File: src/rtl/note_detector.sv
// Square-wave period meter: synchronizes an asynchronous input, measures rising-edge
// spacing and decodes it into a one-hot note A..G with lock, change and raw-period outputs.
module note_detector #(
   parameter int CLK_MHZ      = 25,
   parameter int A_FREQ       = 220,
   parameter int B_FREQ       = 247,
   parameter int C_FREQ       = 261,
   parameter int D_FREQ       = 294,
   parameter int E_FREQ       = 330,
   parameter int F_FREQ       = 349,
   parameter int G_FREQ       = 392,
   parameter int TOL_SHIFT    = 6,
   parameter int STABLE_COUNT = 3,
   parameter int TIMEOUT      = 262144
) (
   input  logic        clk,
   input  logic        rst_n,
   input  logic        soundWave,
   output logic [6:0]  noteOut,
   output logic        noteValid,
   output logic        noteChange,
   output logic [19:0] period
);

   localparam int            SW      = $clog2(STABLE_COUNT + 1);
   localparam logic [SW-1:0] STABLE  = SW'(STABLE_COUNT);
   localparam logic [19:0]   CNT_MAX = 20'hFFFFF;
   localparam logic [19:0]   TMO     = 20'(TIMEOUT);

   typedef enum logic [1:0] {IDLE, MEASURE, LOCKED} state_t;

   // Bit position in noteOut: bit 6 is A down to bit 0 is G.
   function automatic int freq_of(input int b);
      case (b)
         6:       return A_FREQ;
         5:       return B_FREQ;
         4:       return C_FREQ;
         3:       return D_FREQ;
         2:       return E_FREQ;
         1:       return F_FREQ;
         default: return G_FREQ;
      endcase
   endfunction

   // Notes that take priority over note b when both match: lower frequency, ties to the A side.
   function automatic logic [6:0] priority_over(input int b);
      logic [6:0] m;
      m = '0;
      for (int j = 0; j < 7; j++)
         if (freq_of(j) < freq_of(b) || (freq_of(j) == freq_of(b) && j > b))
            m[j] = 1'b1;
      return m;
   endfunction

   logic          r_sync1, r_sync2, r_sync3;
   logic [19:0]   r_cnt;
   state_t        r_state;
   logic [SW-1:0] r_streak;
   logic [6:0]    r_cand;

   logic          w_strobe, w_timeout, w_hit, w_same, w_lock;
   logic [6:0]    w_match, w_sel, w_note_next;
   logic [SW-1:0] w_streak_next;
   logic [31:0]   w_p;

   assign w_strobe  = r_sync2 & ~r_sync3;
   assign w_timeout = (r_cnt == TMO) && !w_strobe;
   assign w_p       = {12'd0, r_cnt};

   generate
      for (genvar gi = 0; gi < 7; gi++) begin : g_note
         localparam logic [31:0] NOM  = 32'(2 * ((CLK_MHZ * 1000000 / freq_of(gi) / 2) + 1));
         localparam logic [31:0] TOL  = NOM >> TOL_SHIFT;
         localparam logic [6:0]  PRIO = priority_over(gi);
         assign w_match[gi] = (r_cnt != CNT_MAX) && (w_p + TOL >= NOM) && (w_p <= NOM + TOL);
         assign w_sel[gi]   = w_match[gi] && ((w_match & PRIO) == 7'd0);
      end
   endgenerate

   assign w_hit  = |w_sel;
   assign w_same = (r_streak != '0) && (w_sel == r_cand);

   always_comb begin
      w_streak_next = r_streak;
      if (!w_hit)
         w_streak_next = '0;
      else if (!w_same)
         w_streak_next = SW'(1);
      else if (r_streak < STABLE)
         w_streak_next = r_streak + 1'b1;
      w_lock = w_hit && (w_streak_next == STABLE);

      w_note_next = noteOut;
      if (w_strobe && r_state != IDLE && w_lock)
         w_note_next = w_sel;
      else if (w_timeout)
         w_note_next = '0;
   end

   always_ff @(posedge clk or negedge rst_n) begin
      if (!rst_n) begin
         r_sync1    <= 1'b0;
         r_sync2    <= 1'b0;
         r_sync3    <= 1'b0;
         r_cnt      <= '0;
         r_state    <= IDLE;
         r_streak   <= '0;
         r_cand     <= '0;
         noteOut    <= '0;
         noteValid  <= 1'b0;
         noteChange <= 1'b0;
         period     <= '0;
      end else begin
         r_sync1 <= soundWave;
         r_sync2 <= r_sync1;
         r_sync3 <= r_sync2;

         if (w_strobe)
            r_cnt <= 20'd1;
         else if (r_cnt != CNT_MAX)
            r_cnt <= r_cnt + 20'd1;

         noteOut    <= w_note_next;
         noteValid  <= |w_note_next;
         noteChange <= (w_note_next != noteOut);

         // The first edge out of IDLE only aligns the counter; its period is meaningless.
         if (w_strobe) begin
            if (r_state == IDLE) begin
               r_state <= MEASURE;
            end else begin
               period   <= r_cnt;
               r_streak <= w_streak_next;
               if (w_hit)
                  r_cand <= w_sel;
               if (w_lock)
                  r_state <= LOCKED;
            end
         end else if (w_timeout) begin
            r_state  <= IDLE;
            r_streak <= '0;
         end
      end
   end

endmodule
File: config.mk
export PLATFORM = sky130hd
export DESIGN_NAME = note_detector
export DESIGN_NICKNAME = d
export VERILOG_FILES = /design/src/rtl/note_detector.sv
export SDC_FILE = /design/constraint.sdc
export NUM_CORES = 1
export LEC_CHECK = 0
export ABC_AREA = 0
export CAP_MARGIN = 5
export CORE_ASPECT_RATIO = 0.5
export CORE_MARGIN = 5
export CORE_UTILIZATION = 38
export DETAILED_ROUTE_END_ITERATION = 12
export PLACE_DENSITY_LB_ADDON = 0.15
export SLEW_MARGIN = 5
export SYNTH_ARGS = -nofsm -noshare
export SYNTH_HDL_FRONTEND = slang
export SYNTH_SLANG_ARGS = --single-unit
File: constraint.sdc
create_clock -name clk -period 6.8 [get_ports clk]
set_clock_uncertainty 0.1 [all_clocks]
set_input_delay 1.36 -clock clk [delete_from_list [all_inputs] [get_ports clk]]
set_output_delay 1.36 -clock clk [all_outputs]
set_load 0.01 [all_outputs]
**After elaboration in Yosys (flattened, before gate mapping)**

Index checks and enable logic that the tools add are counted.
W data, S select, Z words.

- Register bits: 63

- Add/subtract/negate cells: 9
- Magnitude comparators: 15
- Eq/ne operators: 7
- Mux-type cells: 13
- Bitwise operators: 3
- Reduce and logical (&&, ||, !) cells: 43

Operators with widths:

| kind | number |
|---|---|
| $add A20 B11 Y21 const B | 6 |
| $ge A21 B17 Y1 const B | 6 |
| $le A20 B17 Y1 const B | 6 |
| $logic_not A7 Y1 | 6 |
| $mux W20 | 2 |
| $logic_and A1 B1 Y1 | 25 |
| $add A20 B10 Y21 const B | 1 |
| $ge A21 B16 Y1 const B | 1 |
| $add A20 B1 Y20 const B | 1 |
| $eq A20 B19 Y1 const B | 1 |
| $le A20 B16 Y1 const B | 1 |
| $ne A20 B20 Y1 const B | 1 |
| $mux W2 | 9 |
| $mux W7 | 2 |
| $reduce_or A7 Y1 | 2 |
| $reduce_bool A2 Y1 | 4 |
| $eq A7 B7 Y1 | 1 |
| $ne A7 B7 Y1 | 1 |
| $reduce_and A2 Y1 | 3 |
| $ne A3 B1 Y1 const B | 1 |
| $reduce_and A3 Y1 | 1 |
| $add A2 B1 Y2 const B | 1 |
| $eq A2 B2 Y1 const B | 1 |
| $logic_not A2 Y1 | 1 |
| other kinds (5) | 6 |

**Depth between registers and ports, before layout**

Gate-level depths: netlist (run 1).

- Word-level depth: 15
- Gate-level depth with buffers: 15
- Gate-level depth less buffers: 12

**Least setup slack after synthesis (run 1)**

OpenSTA, ideal clock, no wires.

- Kind: reg-to-reg
- Start point: register r_cnt[3]
- End point: register r_cand[4]
- Library setup time: 0.127 ns
- Arrival time: 4.120 ns
- Data required time: 6.573 ns
- Path slack: 2.453 ns
- Stages on the path, launching flop included: 14
- Buffers on the path: 2
- Path through: dfrtp_1 > buf_2 > buf_1 > inv_1 > ha_1 > nor4b_4 > o31ai_1 > xor2_1 > a2bb2oi_1 > a2111oi_4 > a21oi_1 > or4_4 > o41ai_4 > mux2_1

- Cells in the longest elaborated chain, start to end: 8
- Elaborated cells between the ends (all ways): 50

RTL lines:

| what | RTL line | RTL |
|---|---|---|
| start: declaration | 56 | `logic [19:0] r_cnt;` |
| start signal: assignment | 121 | `r_cnt <= r_cnt + 20'd1;` |
| $add A20 B11 Y21 | 75 | `assign w_match[gi] = (r_cnt != CNT_MAX) && (w_p + TOL >= NOM) && (w_p <= NOM + TOL);` |
| $ge A21 B17 Y1 | 75 |  |
| $logic_and A1 B1 Y1 (2 in series) | 75 |  |
| $logic_not A7 Y1 | 76 | `assign w_sel[gi] = w_match[gi] && ((w_match & PRIO) == 7'd0);` |
| $logic_and A1 B1 Y1 | 76 |  |
| $reduce_or A7 Y1 | 80 | `assign w_hit = \|w_sel;` |
| $reduce_and A3 Y1 (no line) | -- |  |
| end signal: assignment | 135 | `r_cand <= w_sel;` |
| end: declaration | 59 | `logic [6:0] r_cand;` |

Parallel ways exist; a longest one is shown, timed or not.
A chain may end at the register's enable or synchronous reset.

**Worst setup path after layout (run 1)**

- Start point: register r_cnt[3]
- End point: register noteOut[3]

- Cells in the longest elaborated chain, start to end: 14
- Elaborated cells between the ends (all ways): 60

RTL lines:

| what | RTL line | RTL |
|---|---|---|
| $add A20 B11 Y21 | 75 |  |
| $ge A21 B17 Y1 | 75 |  |
| $logic_and A1 B1 Y1 (2 in series) | 75 |  |
| $logic_not A7 Y1 | 76 |  |
| $logic_and A1 B1 Y1 | 76 |  |
| $eq A7 B7 Y1 | 81 | `assign w_same = (r_streak != '0) && (w_sel == r_cand);` |
| $logic_and A1 B1 Y1 | 81 |  |
| $mux W2 | 87 | `else if (!w_same)` |
| $mux W2 | 85 | `if (!w_hit)` |
| $eq A2 B2 Y1 | 91 | `w_lock = w_hit && (w_streak_next == STABLE);` |
| $logic_and A1 B1 Y1 | 91 |  |
| $logic_and A1 B1 Y1 | 94 | `if (w_strobe && r_state != IDLE && w_lock)` |
| $mux W7 * | 94 |  |
| named net w_note_next[3] | 62 | `logic [6:0] w_match, w_sel, w_note_next;` |
| end signal: assignment | 123 | `noteOut <= w_note_next;` |
| end: declaration | 19 | `output logic [6:0] noteOut,` |

The timed path passes the listed nets; every way through them passes the cells marked *.

==> results of run 1 <==
[how the worst min path moves through the flow]
| stage | endpoint | slack [ps] | cells past startpoint |
|---|---|---|---|
| 6_report | r_sync2$_DFF_PN0_ | 260 | 0 |
| 5_1_grt | r_sync2$_DFF_PN0_ | 270 | 0 |
| 3_5_place_dp | r_sync2$_DFF_PN0_ | 250 | 0 |
| 2_1_floorplan | r_sync2$_DFF_PN0_ | 230 | 0 |
| 3_3_place_gp | r_sync2$_DFF_PN0_ | 240 | 0 |
| 4_1_cts | r_sync2$_DFF_PN0_ | 260 | 0 |
[cell families after synthesis]
group	after synthesis	synth area share (%)
AO/OA/AOI/OAI	219	27.68
flip-flops	63	26.76
buffers and inverters	84	6.245
AND/OR/NAND/NOR	316	27.70
adder cells (fa/ha/maj)	12	2.549
multiplexers	15	2.676
XOR/XNOR	43	6.393
[routing by layer]
layer,global-route usage (%),vias up,wire length (um)
met5,0,-,0
met3,5.210,24,1622
met4,4.980,0,330
met1,34.07,2873,10000
met2,31.45,275,8291
li1,-,2799,-
[power groups by stage]
stage                     sequential (mW)  combinational [mW]  clock (mW)
after CTS                           0.440               0.296       0.531
after detailed placement            0.446               0.293           0
after global routing                0.446               0.333       0.546
after global placement              0.445               0.295           0
after floorplan                     0.431               0.222           0
final                               0.442               0.301       0.522
[worst register-to-register path: stages, from the launching register on]
cell       delay [ps]
dfrtp_1           840
inv_1             310
ha_1              350
nor4b_4           180
o31ai_1           590
xor2_1            130
a2bb2oi_1         200
a2111oi_4         450
a21oi_1           250
nor4_2            640
a21oi_2           180
o2111ai_4         420
mux2_2            390
[registers in the layout (all words and copies together), names as in the netlist, 2 cells and up]
name      count
r_cand        7
r_state       2
r_streak      2
r_cnt        20
period       20
noteOut       7
[layout make-up]
type / count / area, sq um
Fill cell: 1551 / 8673
Multi-Input combinational cell: 605 / 3950
Sequential cell: 63 / 1577
Timing Repair Buffer: 47 / 425.4
Tap cell: 204 / 255.2
Clock buffer: 9 / 225.2
Clock inverter: 7 / 95.09
Inverter: 25 / 93.84
[layout by cell type (no fill, tap or decap), drive strengths merged, types with 8 or more instances in the layout]
cell / n
nand2: 92
dfrtp: 63
nor2: 60
o21ai: 45
nand3: 37
a21oi: 37
xnor2: 35
clkdlybuf4s50: 30
inv: 26
a31oi: 19
nand4: 17
buf: 17
nor3: 14
and3: 14
nor2b: 13
ha: 12
or3: 11
or4: 11
o31ai: 10
a211oi: 10
nor4: 10
o211ai: 9
mux2i: 9
clkbuf: 9
nand2b: 8
xor2: 8
==> results.sh, run 1 <==
export IMPL_worst_slew_pin_slew_ps=986.8
export IMPL_detail_route_wl_per_cell_um=21.09
export IMPL_worstPathRequired_ps=6920
export IMPL_drive_gt1_share_pct=9.392
export IMPL_p_total_mw=1.264
export IMPL_fin_cells=960
export IMPL_vias=5971
export IMPL_startpoint="r_cnt[3]$_DFFE_PN0P_"
export IMPL_syn_inst=752
export IMPL_reg2reg_to="noteOut[3]$_DFF_PN0_"
export IMPL_ys_warn_count=0
export IMPL_synth_area_sq_um=5891
export IMPL_stdcell_area_sq_um=6621
export IMPL_drv_slew=0
export IMPL_die_w_um=186.1
export IMPL_period_share_pct=75.67
export IMPL_antennaDiodeCount=0
export IMPL_path_class="register to register"
export IMPL_synth_distinct_cells=89
export IMPL_antenna_found_initial=0
export IMPL_cts_tree="done"
export IMPL_arrival_ps=5270
export IMPL_finalSetupViolCount=0
export IMPL_io_pins=32
export IMPL_dieArea_sq_um=18240
export IMPL_core_sq_um=15290
export IMPL_syn2layout_area_growth_pct=12.40
export IMPL_crit_family="compound AO/OA/AOI/OAI gates"
export IMPL_insertion_delay_ps=350
export IMPL_path_buf_inv=1
export IMPL_yosysSeqAreaShare_pct=26.76
export IMPL_status="completed"
export IMPL_yosysMostFrequentCell="nand2_1"
export IMPL_fmax_mhz=194.3
export IMPL_tns_ps=0
export IMPL_port_buffers=31
export IMPL_synth_edff_count=0
export IMPL_grt_first_pass_wirelength_mm=32.20
export IMPL_cellLeakagePower_nw=2.611
export IMPL_syn_area_per_cell_sq_um=7.833
export IMPL_timing_rr_start="r_cnt[3]$_DFFE_PN0P_"
export IMPL_place_area_sq_um=6301
export IMPL_synthArstFlopShare_pct=100.0
export IMPL_ys_ff_latch=63
export IMPL_cts_buffers=9
export IMPL_routed_wl_mm=20.25
export IMPL_synth_top_area_share_pct=26.76
export IMPL_p_sw_share_pct=34.14
export IMPL_p_int_mw=0.8327
export IMPL_max_slew_margin_pct=32.51
export IMPL_cp_depth=12
export IMPL_crit_fanout=23
export IMPL_htree_levels=3
export IMPL_postCtsSetupRepairBufs=0
export IMPL_postLayoutCoreUtil_pct=43.29
export IMPL_grt_max_degree=64
export IMPL_clock_sinks=63
export IMPL_viasPerCell=6.220
export IMPL_layout_nets=766
export IMPL_cts_resized=0
export IMPL_yosysTopAreaCell="dfrtp_1"
export IMPL_p_clk_share_pct=41.3
export IMPL_hpwlAfterDp_mm=14.21
export IMPL_ctsHoldBuffers=0
export IMPL_grt_pass1_vias=5418
export IMPL_start_util_pct=38.51
export IMPL_max_stage_delay_ps=840
export IMPL_synth_flop_cell="dfrtp_1"
export IMPL_seqPwrFrac_pct=35.0
export IMPL_overflow=0
export IMPL_finalHoldViolCount=0
export IMPL_maxCapViolCount=0
export IMPL_dp_slack_ps=1810
export IMPL_row_count=32
export IMPL_grt_total_usage_pct=22.25
export IMPL_drtIter0Drc=732
export IMPL_die_h_um=98.04
export IMPL_endpoint_kind="register"
export IMPL_powerDensity_nw_per_um2=190.9
export IMPL_peakVddDrop_uv=115.8
export IMPL_cts_root_buf="clkbuf_16"
export IMPL_worst_slack_ps=1654
export IMPL_p_switching_mw=0.4316
export IMPL_ant_nets=0
export IMPL_hold_path_class="register to register"
export IMPL_combPwrFrac_pct=23.8
export IMPL_clkTransAtPathRegs_ps=60
export IMPL_synth_commonest_cells="92 x nand2_1, 63 x dfrtp_1, 59 x nor2_1"
export IMPL_drtPass1Iterations=5
export IMPL_cp_start_kind="register"
export IMPL_syn_nets=767
export IMPL_crit_slowest_cell="dfrtp_1"
export IMPL_drc_errors=0
export IMPL_synthTopCellsByArea="dfrtp_1 27%, nand2_1 5.9%, xnor2_1 5.2%, nor2_1 3.8%, o21ai_0 3.7%"
export IMPL_crit_chain="inv_1 -> ha_1 -> nor4b_4 -> o31ai_1 -> xor2_1 -> a2bb2oi_1 -> a2111oi_4 -> a21oi_1 -> nor4_2 -> a21oi_2 -> o2111ai_4 -> mux2_2"
export IMPL_rsz0062_at_grt="no"
export IMPL_dp_cells=944
export IMPL_min_from="r_sync1$_DFF_PN0_"
export IMPL_period_minus_slack_ps=5146
export IMPL_r2r_setup_slack_ps=1650
export IMPL_place_congestion=0.9475
export IMPL_endpoint="noteOut[3]$_DFF_PN0_"
export IMPL_reg2reg_depth=12
export IMPL_whs_ps=262.7
export IMPL_clock_path_buffers=2
Note: power is estimated with default switching activity, not from simulation.
==> run 2, diff against run 1 <==
==> constraint.sdc (replaced) <==
create_clock -name clk -period 5.1 [get_ports clk]
set_clock_uncertainty 0.1 [all_clocks]
set_input_delay 1.02 -clock clk [delete_from_list [all_inputs] [get_ports clk]]
set_output_delay 1.02 -clock clk [all_outputs]
set_load 0.01 [all_outputs]
==> run 2 against run 1 <==
Total power increased by 32%; critical endpoint is now r_cand[4]$_DFFE_PN0P_; largest cell class unchanged; design area increased by 2.9%; largest power group unchanged; sequential share of layout area decreased by 0.68 points.
==> results.sh, run 2 (synthesized netlist as in run 1, its figures left out) <==
export IMPL_status="completed"
export IMPL_ctsHoldBuffers=0
export IMPL_postCtsSetupRepairBufs=0
export IMPL_hold_path_class="register to register"
export IMPL_peakVddDrop_uv=157.6
export IMPL_die_w_um=186.1
export IMPL_core_sq_um=15290
export IMPL_final_common_cell="nand2_1"
export IMPL_arrival_ps=5000
export IMPL_startpoint="r_cnt[4]$_DFFE_PN0P_"
export IMPL_fin_cells=988
export IMPL_place_area_sq_um=6511
export IMPL_powerDensity_nw_per_um2=245.5
export IMPL_path_class="register to register"
export IMPL_start_util_pct=38.51
export IMPL_overflow=0
export IMPL_grt_max_degree=39
export IMPL_die_h_um=98.04
export IMPL_max_slew_margin_pct=22.36
export IMPL_grt_total_usage_pct=23.30
export IMPL_tns_ps=0
export IMPL_worstPathRequired_ps=5220
export IMPL_endpoint_kind="register"
export IMPL_cts_root_buf="clkbuf_16"
export IMPL_detail_route_wl_per_cell_um=21.71
export IMPL_timing_rr_start="r_cnt[4]$_DFFE_PN0P_"
export IMPL_crit_family="compound AO/OA/AOI/OAI gates"
export IMPL_cts_buffers=9
export IMPL_fmax_mhz=204.9
export IMPL_reg_largest_list="period: 20 flops, r_cnt: 20 flops"
export IMPL_row_count=32
export IMPL_htree_levels=3
export IMPL_crit_slowest_cell="o41ai_4"
export IMPL_period_share_pct=95.71
export IMPL_top_layer="met4"
export IMPL_period_minus_slack_ps=4881
export IMPL_layout_nets=794
export IMPL_dp_slack_ps=369.8
export IMPL_vias=6142
export IMPL_rsz0062_at_grt="no"
export IMPL_cts_tree="done"
export IMPL_crit_chain="inv_1 -> ha_1 -> o21ai_0 -> o211ai_1 -> nand3_1 -> a2bb2oi_1 -> a2111oi_4 -> a21oi_1 -> or4_4 -> o41ai_4 -> mux2_1"
export IMPL_fillers=1562
export IMPL_wl_met3_mm=1.786
export IMPL_p_total_mw=1.674
export IMPL_dp_cells=972
export IMPL_antennaDiodeCount=0
export IMPL_viasPerCell=6.217
export IMPL_drive_gt1_share_pct=12.63
export IMPL_grt_first_pass_wirelength_mm=33.71
export IMPL_port_buffers=31
export IMPL_layout_common_cells="92 x nand2_1, 63 x dfrtp_1, 59 x nor2_1"
export IMPL_place_congestion=0.9960
export IMPL_finalSetupViolCount=0
export IMPL_clkTransAtPathRegs_ps=60
export IMPL_cts_resized=0
export IMPL_routed_wl_mm=21.45
export IMPL_cp_start_kind="register"
export IMPL_drv_slew=0
export IMPL_io_pins=32
export IMPL_crit_fanout=9
export IMPL_max_stage_delay_ps=630
export IMPL_clock_path_buffers=2
export IMPL_path_buf_inv=1
export IMPL_hpwlAfterDp_mm=15.89
export IMPL_drc_errors=0
export IMPL_clock_sinks=63
export IMPL_whs_ps=252.8
export IMPL_postLayoutCoreUtil_pct=44.57
export IMPL_finalHoldViolCount=0
export IMPL_cellLeakagePower_nw=2.732
export IMPL_dieArea_sq_um=18240
export IMPL_grt_pass1_vias=5694
export IMPL_worst_slew_pin_slew_ps=1135
export IMPL_worst_slack_ps=218.7
export IMPL_stdcell_area_sq_um=6817
export IMPL_min_from="r_sync1$_DFF_PN0_"
export IMPL_maxCapViolCount=0
export IMPL_ant_nets=0
export IMPL_drtPass1Iterations=5
export IMPL_insertion_delay_ps=340
export IMPL_drtIter0Drc=721
export IMPL_route_met2_wl_mm=9.016
export IMPL_drt_met1_wl_mm=10.27
export IMPL_syn2layout_area_growth_pct=15.72
export IMPL_antenna_found_initial=0
## run 2: cell types whose count changed in the layout (fill, tap and decap cells not counted), sizes merged
cell	before	now
buf	17	45
bufinv	2	1
clkinvlp	1	2
## run 2: report_power, final
| group | total, mW | leakage, nW | switching [mW] | internal, mW |
|---|---|---|---|---|
| sequential | 0.563 | 0.858 | 0.0352 | 0.528 |
| clock | 0.655 | 0.143 | 0.271 | 0.384 |
| combinational | 0.456 | 1.73 | 0.287 | 0.169 |
## run 2: final timing paths
| kind | to | slack (ps) | cells after the start |
|---|---|---|---|
| max | r_cand[4]$_DFFE_PN0P_ | 220 | 11 |
| min | r_sync2$_DFF_PN0_ | 250 | 0 |
| max reg2reg | r_cand[4]$_DFFE_PN0P_ | 220 | 11 |
| min reg2reg | r_sync2$_DFF_PN0_ | 250 | 0 |
| max in group asynchronous | r_streak[0]$_DFFE_PN0P_ | 3300 | 2 |
| min in group asynchronous | period[4]$_DFFE_PN0P_ | 600 | 1 |
## run 2: worst reg2reg max path, cell delays in order, from the launching register on
cell	delay, ps
dfrtp_1	510
inv_1	260
ha_1	390
o21ai_0	220
o211ai_1	600
nand3_1	170
a2bb2oi_1	180
a2111oi_4	480
a21oi_1	250
or4_4	600
o41ai_4	630
mux2_1	380
## run 2: final cells by class
type                       instances  area, sq um  area share [%]
sequential                        63         1577           23.13
tap                              204        255.2           3.744
multi-input combinational        605         3950           57.95
clock inverter                     7        80.08           1.175
clock buffer                       9        225.2           3.304
inverter                          25        93.84           1.377
timing repair buffer              75        635.6           9.325
## run 2: layer usage
metal,GRT usage [%],vias up
met4,5.316,0
met2,34.48,307
met3,4.168,31
li1,-,2850
met5,0,-
met1,35.20,2954
